`src/rtl/decoder_scan_seq.sv`:
```
// rtl/decoder_scan_seq.sv - auto-scan / manual-step sequencer driving a 3-to-8 decoder select
module decoder_scan_seq #(
    parameter int DWELL  = 4,
    parameter int FRAMES = 0
) (
    input  logic clk,
    input  logic rst_n,
    input  logic start,
    input  logic stop,
    input  logic step_mode,
    input  logic step,
    output logic en,
    output logic in2,
    output logic in1,
    output logic in0,
    output logic busy,
    output logic wrap,
    output logic done
);

    typedef enum logic [1:0] {
        IDLE,
        SCAN,
        STEP
    } state_t;

    localparam logic [7:0] DWELL_LAST  = 8'(DWELL - 1);
    localparam logic [7:0] FRAME_LIMIT = 8'(FRAMES);

    state_t     state_q, state_d;
    logic [2:0] sel_q, sel_d;
    logic [7:0] dwell_q, dwell_d;
    logic [7:0] frame_q, frame_d;
    logic [7:0] frame_inc;
    logic       advance;
    logic       wrap_d;
    logic       done_d;

    always_comb begin
        state_d   = state_q;
        sel_d     = sel_q;
        dwell_d   = dwell_q;
        frame_d   = frame_q;
        frame_inc = frame_q + 8'd1;
        advance   = 1'b0;
        wrap_d    = 1'b0;
        done_d    = 1'b0;

        case (state_q)
            IDLE: begin
                if (start && !stop) begin
                    state_d = step_mode ? STEP : SCAN;
                    sel_d   = 3'd0;
                    dwell_d = 8'd0;
                    frame_d = 8'd0;
                end
            end
            SCAN: begin
                if (dwell_q == DWELL_LAST) begin
                    dwell_d = 8'd0;
                    advance = 1'b1;
                end else begin
                    dwell_d = dwell_q + 8'd1;
                end
            end
            STEP:    advance = step;
            default: state_d = IDLE;
        endcase

        // The wrap that completes the last frame returns to IDLE in the same cycle
        if (state_q != IDLE && advance) begin
            sel_d = sel_q + 3'd1;
            if (sel_q == 3'd7) begin
                wrap_d  = 1'b1;
                frame_d = frame_inc;
                if (FRAMES != 0 && frame_inc == FRAME_LIMIT) begin
                    state_d = IDLE;
                    sel_d   = 3'd0;
                    done_d  = 1'b1;
                end
            end
        end

        // stop overrides every other event, and suppresses wrap/done
        if (state_q != IDLE && stop) begin
            state_d = IDLE;
            sel_d   = 3'd0;
            dwell_d = 8'd0;
            frame_d = 8'd0;
            wrap_d  = 1'b0;
            done_d  = 1'b0;
        end
    end

    always_ff @(posedge clk) begin
        if (!rst_n) begin
            state_q         <= IDLE;
            sel_q           <= 3'd0;
            dwell_q         <= 8'd0;
            frame_q         <= 8'd0;
            en              <= 1'b0;
            busy            <= 1'b0;
            {in2, in1, in0} <= 3'd0;
            wrap            <= 1'b0;
            done            <= 1'b0;
        end else begin
            state_q         <= state_d;
            sel_q           <= sel_d;
            dwell_q         <= dwell_d;
            frame_q         <= frame_d;
            en              <= (state_d != IDLE);
            busy            <= (state_d != IDLE);
            {in2, in1, in0} <= sel_d;
            wrap            <= wrap_d;
            done            <= done_d;
        end
    end

endmodule

```
`config.mk`:
```
export PLATFORM = sky130hd
export DESIGN_NAME = decoder_scan_seq
export DESIGN_NICKNAME = d
export VERILOG_FILES = /design/src/rtl/decoder_scan_seq.sv
export SDC_FILE = /design/constraint.sdc
export NUM_CORES = 1
export LEC_CHECK = 0
export ABC_AREA = 1
export CAP_MARGIN = 20
export CORE_MARGIN = 2
export CORE_UTILIZATION = 42
export DETAILED_ROUTE_END_ITERATION = 10
export PLACE_DENSITY = 0.65
export SLEW_MARGIN = 40
export SYNTH_ARGS = -nofsm -noshare
export SYNTH_HDL_FRONTEND = slang
export SYNTH_SLANG_ARGS = --single-unit
```
`constraint.sdc`:
```
create_clock -name clk -period 3.8 [get_ports clk]
set_input_delay 0.95 -clock clk [delete_from_list [all_inputs] [get_ports clk]]
set_output_delay 0.95 -clock clk [all_outputs]
set_load 0.05 [all_outputs]
```
==> summary.md <==
| Metric | Value |
|---|---|
| Status | completed |
| Worst Setup End Kind | output port |
| Worst r2r dst | state_q[1] |
| # rows | 15 |
| Layout fillers | 169 |
| Setup TNS | 0 ns |
| Fmax | 0.406 GHz |
| Crit path capture | in0 |
| Max IR drop VDD | 0.265 mV |
| Max incr delay on CP | 0.84 ns |
| Detailed-route via count | 674 |
| Worst-margin pin slew | 0.604 ns |
| Post-Syn Area | 786 µm² |
| Period Utilization, post-route | 64.8% |
| CTS Buf Count | 3 |
| Sequential Area | 300 µm² |
| Top FF cell, synth | dfxtp_1 |
| Sw power | 0.0824 mW |
| Die ar. | 0.00223 mm² |
| Final WL | 1360 µm |
| Crit path launch type | flip-flop |
| PostCTS Resize Cnt | 0 |
| Max Cap Viol | 0 |
| WL/cell | 9.41 µm |
| Largest net degree at the start of global routing | 9 |
| Cell taking the most area after synthesis | dfxtp_1 |
| Worst R2R Setup Slack | 1.99 ns |
| Via/cell ratio | 4.65 |
| Final ANT Viol Nets | 0 |
| Final #Nets | 133 |
| Switching Fraction | 27.4% |
| Number of inserted diodes | 0 |
| Die Y | 47.3 µm |
| Sequential Power Share | 54.5% |
| Register clock-pin slew on the reported worst setup and hold paths | 0.09 ns |
| CTS max path bufs | 2 |
| IO Pins | 13 |
| Worst reg2reg path depth | 6 |
| Hold WC Path Type | flip-flop to flip-flop |
| Number of flops mapped to enable cells by yosys | 0 |
| Synthesized area per cell | 7.34 µm² |
| Clock Power Share | 30.1% |
| Slew headroom | 59.3% |
| Remaining global-route overflow | 0 |
| Post-CTS Setup Bufs | 0 |
| Port-buffer cells | 11 |
| Synth warn | 0 |
| Pint | 0.218 mW |
| Worst path slowest cell | clkdlybuf4s50_1 |
| CP startpoint | sel_q[0] |
| Initial antenna violation count | 0 |
| Hold-fix buffers, CTS | 0 |
| Reg2Reg Launch Point | state_q[0] |
| Final Slew Violations | 0 |
| Synth top area share | 38.2% |
| # clock sinks | 15 |
| Leakage | 0.362 nW |
| First-pass GRT wire length | 2210 µm |
| Syn Nets | 119 |
| Die width | 47.3 µm |
| Top cells by area, synth | dfxtp_1 38%, ha_1 9.6%, inv_1 7.6% |
| Asr flop ratio synth | 0% |
| GP Congestion | 0.827 |
| Instance count on the critical path | 1 |
| Unique masters post-synth | 21 |
| RSZ-0062 raised after global routing | false |
| Dominant cell by count in the synthesized netlist | inv_1 |
| Initial core utilization | 45.0% |
| Bufs and invs on worst path | 1 |
| Crit path DAT | 1.51 ns |
| Max H-tree Level | 1 |
| CP top delay family | buffers and inverters |
| CP max FO | 4 |
| Area growth syn-to-layout | 19.4% |
| 1st-iter DRT viols | 9 |
| GRT Total Usage | 14.8% |
| Root Driver | clkbuf_4 |
| Register area share after synthesis | 38.2% |
| CTS tree | done |
| Setup-failing EPs final | 0 |
| Number of global-route vias before repair | 538 |
| Clock insertion delay at the later pin of the skew report | 0.28 ns |
| Syn Inst Count | 107 |
| DRC | 0 |
| Required time of the critical path | 2.85 ns |
| Skew final | 0.00185 ns |
| DP Wirelength | 1060 µm |
| Yosys reg bits | 15 |
| CP Cell Sequence | clkdlybuf4s50_1 |
| PD cells | 320 mW/mm² |
| Layout cells sized above 1 | 6.67% |
| Setup CP Type | flip-flop to output port |
| Final min period | 2.46 ns |
| Area of the multi-input gates | 404 µm² |
| Commonest cells in the synthesized netlist | 16 x inv_1, 15 x dfxtp_1, 14 x nand2_1, 14 x nor2_1 |
| Core Area | 0.00175 mm² |
| Combinational group share of total power | 15.4% |
| Final hold violation count | 0 |
| Drt pass-1 iters | 4 |
| Final hold slack | 0.505 ns |
## cells in the final DEF, fill, tap and decap left out
master / count
o21ai_0: 5
a21oi_1: 8
o21ai_2: 2
clkdlybuf4s50_1: 11
nand4_1: 3
or2_1: 1
clkbuf_1: 1
nand3b_1: 1
ha_1: 6
inv_4: 1
nor3_1: 4
conb_1: 1
nor2_1: 14
xor2_1: 2
nand3_2: 1
inv_1: 16
nand2_2: 1
clkbuf_4: 3
a31oi_1: 1
nand3_1: 8
dfxtp_1: 15
nand2_1: 14
o21ai_1: 1
## worst min-delay path by stage
stage                     startpoint          to  slack, ns  cells past startpoint
after floorplan           dwell_q[0]  dwell_q[0]       0.46                      2
after global placement    dwell_q[0]  dwell_q[0]       0.49                      2
after detailed placement  dwell_q[6]  dwell_q[6]       0.49                      2
after CTS                 dwell_q[6]  dwell_q[6]       0.50                      2
after global routing             in2         in2       0.54                      2
final                     dwell_q[0]  dwell_q[0]       0.51                      2
## final cells by class
cell class                      count  share of cell area, %
Timing Repair Buffer               11                   11.7
Clock buffer                        4                   2.80
Tap cell                           25                   3.33
Inverter                           17                   7.07
Multi-Input combinational cell     73                   43.1
Sequential cell                    15                   32.0
## flip-flops by register name (all words and copies together), names as in the netlist
name / flops
dwell_q: 8
sel_q: 2
state_q: 2
busy: 1
in2: 1
wrap: 1
## power by group through the flow
stage                     clock [mW]  sequential, mW  combinational [mW]
final                         0.0902           0.164              0.0464
after CTS                     0.0937           0.164              0.0466
after global placement             0           0.167              0.0461
after floorplan                    0           0.170              0.0306
after global routing           0.102           0.164              0.0514
after detailed placement           0           0.167              0.0464
## cell families (layout without fill, tap and decap cells)
group / after synthesis / in the layout / share of synthesized area [%]
compound gates: 17 / 17 / 11.9
xor+xnor: 2 / 2 / 2.23
fa+ha+maj: 6 / 6 / 9.55
buf+inv: 19 / 32 / 10.4
flops: 15 / 15 / 38.2
other cells: 1 / 1 / 0.477
simple gates: 47 / 47 / 27.2
## routing by layer
| metal | wire length [µm] | global-route usage [%] | vias up |
|---|---|---|---|
| met5 | 0 | 0 | - |
| met4 | 38 | 11.7 | 0 |
| met3 | 47 | 3.46 | 4 |
| met2 | 574 | 19.5 | 14 |
| met1 | 704 | 20.1 | 283 |
| li1 | - | - | 373 |
## metrics by stage
step                utilization, %  total power, mW  setup WS, ns  cells  instance area [µm²]
finish                        53.8            0.300          1.34    145                  938
global route                  53.8            0.318          1.30    145                  938
CTS                           53.8            0.304          1.33    145                  938
detailed placement            52.3            0.214          1.31    141                  912
global placement              52.3            0.213          1.35    141                  912
floorplan                        -            0.201          1.96    107                  786
## worst min-delay path: cells and delay by family, from the launching register on
kind / cells / cell delay (ns)
flip-flops: 1 / 0.34
AND/OR/NAND/NOR: 1 / 0.07
AO/OA/AOI/OAI: 1 / 0.05
Note: power is estimated with default switching activity, not from simulation.
